## src/rtl/riscv_pipe_pkg.sv

```systemverilog
// Shared types and constants for the pipeline hazard controller.
package riscv_pipe_pkg;

  localparam int REG_ADDR_W = 5;

  // Architectural zero register; writes to it never create a hazard.
  localparam logic [REG_ADDR_W-1:0] REG_X0 = 5'd0;

  // Hazard controller FSM states; encoding value 3 is unused and recovers to RUN.
  typedef enum logic [1:0] {
    RUN        = 2'd0,
    LOAD_STALL = 2'd1,
    FLUSH      = 2'd2
  } hctrl_state_t;

endpackage : riscv_pipe_pkg

```

## src/rtl/load_use_detect.sv

```systemverilog
// Combinational load-use hazard compare between the ID sources and the EX destination.
module load_use_detect #(
  parameter int REG_ADDR_W = riscv_pipe_pkg::REG_ADDR_W
) (
  input  logic [REG_ADDR_W-1:0] rs1_id,
  input  logic [REG_ADDR_W-1:0] rs2_id,
  input  logic                  rs1_used_id,
  input  logic                  rs2_used_id,
  input  logic [REG_ADDR_W-1:0] rd_ex,
  input  logic                  memtoreg_ex,
  input  logic                  reg_en_ex,
  output logic                  load_use
);
  import riscv_pipe_pkg::*;

  logic rs1_hit;
  logic rs2_hit;
  logic rd_live;

  // A load into a real register whose result an ID-stage source is about to read.
  always_comb begin
    rd_live  = memtoreg_ex & reg_en_ex & (rd_ex != REG_ADDR_W'(REG_X0));
    rs1_hit  = rs1_used_id & (rs1_id == rd_ex);
    rs2_hit  = rs2_used_id & (rs2_id == rd_ex);
    load_use = rd_live & (rs1_hit | rs2_hit);
  end

endmodule : load_use_detect

```

## src/rtl/pipeline_hazard_ctrl.sv

```systemverilog
// Stall / bubble / flush sequencing for the IF/ID and ID/EX pipeline registers,
// with saturating stall and taken-branch event counters.
module pipeline_hazard_ctrl #(
  parameter int REG_ADDR_W   = riscv_pipe_pkg::REG_ADDR_W,
  parameter int FLUSH_CYCLES = 2,
  parameter int CNT_W        = 16
) (
  input  logic                  clock,
  input  logic                  reset_n,
  input  logic [REG_ADDR_W-1:0] rs1_id,
  input  logic [REG_ADDR_W-1:0] rs2_id,
  input  logic                  rs1_used_id,
  input  logic                  rs2_used_id,
  input  logic [REG_ADDR_W-1:0] rd_ex,
  input  logic                  memtoreg_ex,
  input  logic                  reg_en_ex,
  input  logic                  pcsrc_ex,
  input  logic                  mem_busy,
  output logic                  pc_en,
  output logic                  ifid_en,
  output logic                  ifid_flush,
  output logic                  idex_en,
  output logic                  idex_flush,
  output logic [1:0]            state_o,
  output logic [CNT_W-1:0]      stall_count,
  output logic [CNT_W-1:0]      flush_count
);
  import riscv_pipe_pkg::*;

  // The flush counter only needs to hold FLUSH_CYCLES-1.
  localparam int              FC_W    = (FLUSH_CYCLES > 1) ? $clog2(FLUSH_CYCLES) : 1;
  localparam logic [FC_W-1:0] FC_LOAD = FC_W'(FLUSH_CYCLES - 1);
  localparam logic [CNT_W-1:0] CNT_MAX = {CNT_W{1'b1}};

  hctrl_state_t    state;
  hctrl_state_t    state_nxt;
  logic [FC_W-1:0] fcnt;
  logic [FC_W-1:0] fcnt_nxt;
  logic            load_use;
  logic            stall_evt;
  logic            flush_evt;
  logic            stall_take;

  load_use_detect #(.REG_ADDR_W(REG_ADDR_W)) u_lud (
    .rs1_id      (rs1_id),
    .rs2_id      (rs2_id),
    .rs1_used_id (rs1_used_id),
    .rs2_used_id (rs2_used_id),
    .rd_ex       (rd_ex),
    .memtoreg_ex (memtoreg_ex),
    .reg_en_ex   (reg_en_ex),
    .load_use    (load_use)
  );

  // Load-use is only honoured from RUN; LOAD_STALL already inserted its bubble.
  assign stall_take = load_use & (state == RUN);

  // Next-state, flush-counter and event decode with mem_busy > pcsrc_ex > load_use.
  always_comb begin
    state_nxt = state;
    fcnt_nxt  = fcnt;
    stall_evt = 1'b0;
    flush_evt = 1'b0;
    if (mem_busy) begin
      stall_evt = 1'b1;
    end else begin
      case (state)
        RUN, LOAD_STALL: begin
          if (pcsrc_ex) begin
            flush_evt = 1'b1;
            if (FLUSH_CYCLES > 1) begin
              state_nxt = FLUSH;
              fcnt_nxt  = FC_LOAD;
            end else begin
              state_nxt = RUN;
            end
          end else if (stall_take) begin
            stall_evt = 1'b1;
            state_nxt = LOAD_STALL;
          end else begin
            state_nxt = RUN;
          end
        end
        FLUSH: begin
          fcnt_nxt = fcnt - FC_W'(1);
          if (fcnt == FC_W'(1)) begin
            state_nxt = RUN;
          end else begin
            state_nxt = FLUSH;
          end
        end
        default: begin
          state_nxt = RUN;
          fcnt_nxt  = '0;
        end
      endcase
    end
  end

  // Enable/flush decode of the current state and inputs; reset forces a safe idle pipe.
  always_comb begin
    pc_en      = 1'b1;
    ifid_en    = 1'b1;
    ifid_flush = 1'b0;
    idex_en    = 1'b1;
    idex_flush = 1'b0;
    if (!reset_n) begin
      pc_en      = 1'b0;
      ifid_en    = 1'b0;
      idex_en    = 1'b0;
      ifid_flush = 1'b1;
      idex_flush = 1'b1;
    end else if (mem_busy) begin
      pc_en      = 1'b0;
      ifid_en    = 1'b0;
      idex_en    = 1'b0;
    end else begin
      case (state)
        RUN, LOAD_STALL: begin
          if (pcsrc_ex) begin
            ifid_flush = 1'b1;
            idex_flush = 1'b1;
          end else if (stall_take) begin
            pc_en      = 1'b0;
            ifid_en    = 1'b0;
            idex_flush = 1'b1;
          end else begin
            pc_en      = 1'b1;
          end
        end
        FLUSH: begin
          ifid_flush = 1'b1;
          idex_flush = 1'b1;
        end
        default: begin
          pc_en      = 1'b1;
        end
      endcase
    end
  end

  assign state_o = state;

  // FSM state and flush counter registers.
  always_ff @(posedge clock or negedge reset_n) begin
    if (!reset_n) begin
      state <= RUN;
      fcnt  <= '0;
    end else begin
      state <= state_nxt;
      fcnt  <= fcnt_nxt;
    end
  end

  // Saturating event counters.
  always_ff @(posedge clock or negedge reset_n) begin
    if (!reset_n) begin
      stall_count <= '0;
      flush_count <= '0;
    end else begin
      if (stall_evt && (stall_count != CNT_MAX)) begin
        stall_count <= stall_count + CNT_W'(1);
      end
      if (flush_evt && (flush_count != CNT_MAX)) begin
        flush_count <= flush_count + CNT_W'(1);
      end
    end
  end

endmodule : pipeline_hazard_ctrl

```

## config.mk

```make
export PLATFORM = sky130hd
export DESIGN_NAME = pipeline_hazard_ctrl
export DESIGN_NICKNAME = d
export VERILOG_FILES = /design/src/rtl/riscv_pipe_pkg.sv /design/src/rtl/load_use_detect.sv /design/src/rtl/pipeline_hazard_ctrl.sv
export SDC_FILE = /design/constraint.sdc
export NUM_CORES = 1
export LEC_CHECK = 0
export ABC_AREA = 1
export ABC_CLOCK_PERIOD_IN_PS = 3200
export CORE_ASPECT_RATIO = 0.75
export CORE_UTILIZATION = 40
export DETAILED_ROUTE_END_ITERATION = 16
export PLACE_DENSITY = 0.66
export SKIP_CTS_REPAIR_TIMING = 1
export SLEW_MARGIN = 20
export SYNTH_ARGS = -nofsm -noshare
export SYNTH_HDL_FRONTEND = slang
export SYNTH_SLANG_ARGS = --single-unit
```

## constraint.sdc

```tcl
create_clock -name clock -period 3.2 [get_ports clock]
set_input_delay 0.8 -clock clock [delete_from_list [all_inputs] [get_ports clock]]
set_output_delay 0.8 -clock clock [all_outputs]
set_load 0.02 [all_outputs]
```

==> results.cfg, run 1 <==
[outcome]
status = completed

[worst_setup_path]
cp_slowest_stage_delay_ns = 0.54
cp_common_cell = nand2_1
cp_max_fo = 5
crit_path_end_kind = output port
crit_slowest_cell = clkdlybuf4s50_1
path_cells = clkdlybuf4s50_1 > nand2_1 > nand2_1 > nor2_1 > nand3_1 > nand2_1 > nand2_1 > nand2_2 > a21oi_1 > clkbuf_2
startpoint_type = input port
crit_family = buffers and inverters
arrival_ns = 2.22
path_buf_inv = 2
crit_type = in2out
cp_data_required_time_ns = 2.40

[sta]
hold_viol = 0
max_freq_ghz = 0.331
layout_setup_ws_ns = 0.176
relSlewSlack = 0.731
finalCritPeriodShare = 0.945
drv_slew = 0
clock_skew_ns = 0.0126
finalSetupViolCount = 0
tightest_slew_ns = 0.404
rsz0062_at_grt = false
fin_crit_ns = 3.02

[logic_synthesis]
synth_area_leader_cell = dfrtp_1
synth_area_leaders = dfrtp_1 (39%), nand2_1 (17%), xor2_1 (8.2%)
netlist_area_um2 = 2230
ys_types = 25
yosys_register_bits = 35
synth.top_cell.area_share = 0.392
synth_flop_cell = dfrtp_1
netlist_instances = 309
async_reset_ff_frac = 1.00
synth-seq-area-share = 0.392
avgSynthCellArea_um2 = 7.22
yosysWarnings = 0
synth.net_count = 334
synth_edf_count = 0

[layout]
stdcell_count = 456
fillers = 537
antenna_cells = 0
area_growth_pct = 36.8
layout-drive-gt1-share = 0.0814
num-nets-final = 405
multiInputGateArea_um2 = 1150
seqCellArea_um2 = 876

[power_and_ir_drop]
leakage_nw = 1.57
power_density_nw_per_um2 = 459
power.internal_mw = 0.913
p_sw_frac = 0.349
p_sw_mw = 0.489
vdd_drop_max_uv = 288
p_clk_frac = 0.253
combPwrFrac = 0.320
seq_power_share = 0.427

[detailed_routing]
final_antenna_net_count = 0
m1WireLength_um = 2730
wl_met3_um = 215
wl_per_cell_um = 11.8
topRoutingLayerUsed = met4
wl_met2_um = 2400
drc = 0
wl_um = 5390
firstDrtPassIters = 4
via_per_inst = 4.71
vias = 2148
drt_iter0_markers = 118

[die]
start_util = 0.417
coreArea_um2 = 5350
std_cell_rows = 23
io_pins = 62
die_h_um = 66.7
dieArea_um2 = 5890
die_w_um = 88.3

[clock_tree]
cts_root_buf = clkbuf_8
h-tree-depth = 2
clockBufferDepth = 2
cts.sinks = 35
cts_tree = yes
clkTransAtPathRegs_ns = 0.07
cts_buffers = 5
insertion_delay_ns = 0.29

[place]
dp_slack_ns = -0.275
portBuffers = 61
gp_congestion = 0.853
placedCellCount = 448
dp_hpwl_um = 4120

[grt]
antenna_found_initial = 0
grt.total_usage = 0.208
grt_max_degree = 32
grt_pass1_wl_um = 9410
grt_pass1_vias = 2069
globalRoute.totalOverflow = 0

[flow_run]
cap_violations = 0

[worst_hold_path]
hp-class = in2async
-- synthesized netlist by cell type, types with 2 or more instances --
library cell	number
o21ai_0	3
nor3_4	2
nor2_1	31
nand2_2	2
buf_2	2
xnor2_1	5
inv_2	7
nor3_1	8
dfrtp_1	35
nand4_1	23
nand3_1	19
nand2_1	100
ha_1	2
xor2_1	21
inv_1	39
-- cells in the final DEF, fill, tap and decap left out, drive strengths merged --
cell type / Yosys / routed
nand2: 102 / 102
clkdlybuf4s50: 0 / 56
inv: 46 / 46
dfrtp: 35 / 35
nor2: 31 / 31
nand4: 24 / 24
xor2: 21 / 21
nand3: 20 / 20
nor3: 10 / 10
clkbuf: 1 / 10
buf: 4 / 9
xnor2: 5 / 5
o21ai: 3 / 3
ha: 2 / 2
dlymetal6s2s: 0 / 2
o21bai: 1 / 1
a21oi: 1 / 1
o211a: 1 / 1
nor4: 1 / 1
o211ai: 1 / 1
-- flip-flops by register name, summed over array words and instances (netlist names) --
name         flops
fcnt             1
flush_count     16
stall_count     16
state_o          2
-- through the flow --
stage | setup TNS, ns | cell area [um2] | hold WS, ns | util | total power [mW]
floorplan | 0 | 2230 | 0.504 | - | 0.830
global placement | -0.604 | 2960 | 0.492 | 0.553 | 1.05
detailed placement | -0.767 | 2960 | 0.493 | 0.553 | 1.06
CTS | -0.797 | 3060 | 0.337 | 0.572 | 1.41
global route | 0 | 3050 | 0.343 | 0.571 | 1.49
finish | 0 | 3050 | 0.337 | 0.571 | 1.40
-- layer usage --
metal | GRT usage | up-vias
met5 | 0 | -
met2 | 0.324 | 44
met4 | 0.0484 | 0
met3 | 0.0508 | 6
met1 | 0.291 | 979
li1 | - | 1119
-- power groups by stage --
stage,Sequential [mW],Combinational [mW],Clock (mW)
detailed placement,0.604,0.453,0
floorplan,0.659,0.172,0
CTS,0.598,0.455,0.362
global placement,0.603,0.444,0
global route,0.610,0.497,0.381
finish,0.598,0.449,0.355
-- worst reg2reg max path, stage by stage, from the launching register on --
cell and delay, ns:
dfrtp_1 0.45, ha_1 0.27, nand2_1 0.13, nor3_4 0.26, nand4_4 0.29, nand3_2 0.35, nand2_1 0.09, nand2_1 0.07
-- final cells by class --
| type | count | area share |
|---|---|---|
| timing repair buffer | 69 | 0.216 |
| clock buffer | 8 | 0.0328 |
| tap | 75 | 0.0307 |
| multi-input combinational | 223 | 0.377 |
| sequential | 35 | 0.287 |
| inverter | 46 | 0.0565 |
-- path summary, 6_finish.rpt --
path / from / endpoint / slack (ns) / cells after the start
worst max-delay path: rd_ex[0] / ifid_en / 0.18 / 10
worst min-delay path: reset_n / state_o[1] / 0.34 / 1
worst max register to register: stall_count[0] / stall_count[15] / 1.22 / 7
worst min register to register: flush_count[15] / flush_count[15] / 0.49 / 1
max in group asynchronous: reset_n / flush_count[12] / 2.23 / 2
min in group clock: flush_count[15] / flush_count[15] / 0.49 / 1
-- kinds of logic after synthesis --
kind of cell    after synthesis  share of synthesized area
compound gates                7                     0.0202
simple gates                188                      0.382
fa+ha+maj                     2                     0.0112
flops                        35                      0.392
xor+xnor                     26                      0.102
buf+inv                      51                     0.0919
Note: power is estimated with default switching activity, not from simulation.
==> inputs of run 2 (changes only) <==
Settings changed: PLACE_DENSITY 0.66 to not set, PLACE_DENSITY_LB_ADDON set to 0.2.
==> run 2 against run 1 <==
Effect of this change: core utilization is the same; worst setup slack lost 0.058 ns; largest cell class unchanged; combinational power is essentially flat; largest power group unchanged; critical path type unchanged; flip-flop and latch count is the same; first-iteration DRC count shrank 5.1%.
==> results.cfg, run 2 (synthesis results as in run 1) <==
[flow_run]
cap_violations = 0

[sta]
hold_viol = 0
rsz0062_at_grt = false
finalCritPeriodShare = 0.963
finalSetupViolCount = 0
drv_slew = 0
fin_hold_ws_ns = 0.491
max_freq_ghz = 0.324
clock_skew_ns = 0.00398
relSlewSlack = 0.709
fin_crit_ns = 3.08
tightest_slew_ns = 0.437

[clock_tree]
h-tree-depth = 2
clockBufferDepth = 2
clkTransAtPathRegs_ns = 0.07
insertion_delay_ns = 0.28
cts_tree = yes
cts_root_buf = clkbuf_8
cts_buffers = 5
cts.sinks = 35

[worst_setup_path]
startpoint_type = input port
cp_max_fo = 3
cp_data_required_time_ns = 2.40
crit_path_end_kind = output port
crit_type = in2out
arrival_ns = 2.28

[detailed_routing]
via_per_inst = 4.79
firstDrtPassIters = 4
drc = 0
wl_per_cell_um = 11.5
wl_um = 5240
vias = 2181
final_antenna_net_count = 0
drt_iter0_markers = 112

[grt]
grt_pass1_vias = 1911
grt.total_usage = 0.192
globalRoute.totalOverflow = 0
antenna_found_initial = 0
grt_max_degree = 36
grt_pass1_wl_um = 8730

[place]
dp_hpwl_um = 3980
placedCellCount = 448
portBuffers = 61
gp_congestion = 0.854

[layout]
num-nets-final = 405
layout-drive-gt1-share = 0.0763
stdcell_count = 455
mostFrequentLayoutCells = nand2_1 (100), clkdlybuf4s50_1 (57), inv_1 (39), dfrtp_1 (35), nor2_1 (31)
antenna_cells = 0
area_growth_pct = 36.8
final_common_cell = nand2_1

[power_and_ir_drop]
leakage_nw = 1.58
vdd_drop_max_uv = 230
power_density_nw_per_um2 = 448

[die]
coreArea_um2 = 5350
dieArea_um2 = 5890
die_h_um = 66.7
die_w_um = 88.3
start_util = 0.417
std_cell_rows = 23
io_pins = 62

[outcome]
status = completed

[worst_hold_path]
hp-class = reg2reg
## run 2: changes by cell type in the layout (fill, tap and decap cells not counted)
cell             previous run  this run
clkbuf_2                    2         0
clkbuf_1                    1         0
clkbuf_8                    7         6
clkdlybuf4s50_1            56        57
clkinv_2                    0         1
dlymetal6s2s_1              2         3
## run 2: area by class of cell
cell class,instances,area [um2]
sequential,35,876
fill,519,2300
timing repair buffer,69,673
inverter,46,173
multi-input combinational,223,1150
clock buffer,6,82.6
tap,75,93.8
clock inverter,1,5.00
## run 2: routing by layer
layer	GRT usage	wire length (um)	share of wire
met1	0.272	2700	0.52
met3	0.0421	258	0.049
met2	0.296	2220	0.42
met5	0	0	0
met4	0.0484	53	0.010
## run 2: worst max-delay path: stages
cell and delay [ns]:
clkdlybuf4s50_1 0.45, inv_1 0.09, nand2_1 0.07, o21ai_1 0.16
buf_4 0.13, clkdlybuf4s50_1 0.59
## run 2: worst paths after layout
path,start,to,slack (ns),depth (start not counted)
worst max-delay path,mem_busy,ifid_flush,0.12,6
min in group asynchronous,reset_n,stall_count[0],0.63,2
worst max register to register,stall_count[0],stall_count[8],1.22,7
worst min register to register,flush_count[15],flush_count[15],0.49,1
max in group asynchronous,reset_n,stall_count[3],2.25,2
worst min-delay path,flush_count[15],flush_count[15],0.49,1
## run 2: per-stage QoR
step                      power (mW)  setup TNS [ns]   util  instance area (um2)  setup slack, ns
after CTS                       1.39          -0.600  0.569                 3050           -0.213
after detailed placement        1.06          -0.561  0.553                 2960           -0.201
final                           1.37               0  0.571                 3050            0.118
after floorplan                0.830               0      -                 2230            0.314
after global placement          1.04          -0.513  0.553                 2960           -0.172
after global routing            1.46               0  0.571                 3050          0.00683
## run 2: power by group
| part | switching (mW) | leakage, nW | internal (mW) | total [mW] |
|---|---|---|---|---|
| sequential | 0.0903 | 0.440 | 0.505 | 0.595 |
| combinational | 0.237 | 1.10 | 0.213 | 0.450 |
| clock | 0.156 | 0.0470 | 0.169 | 0.325 |
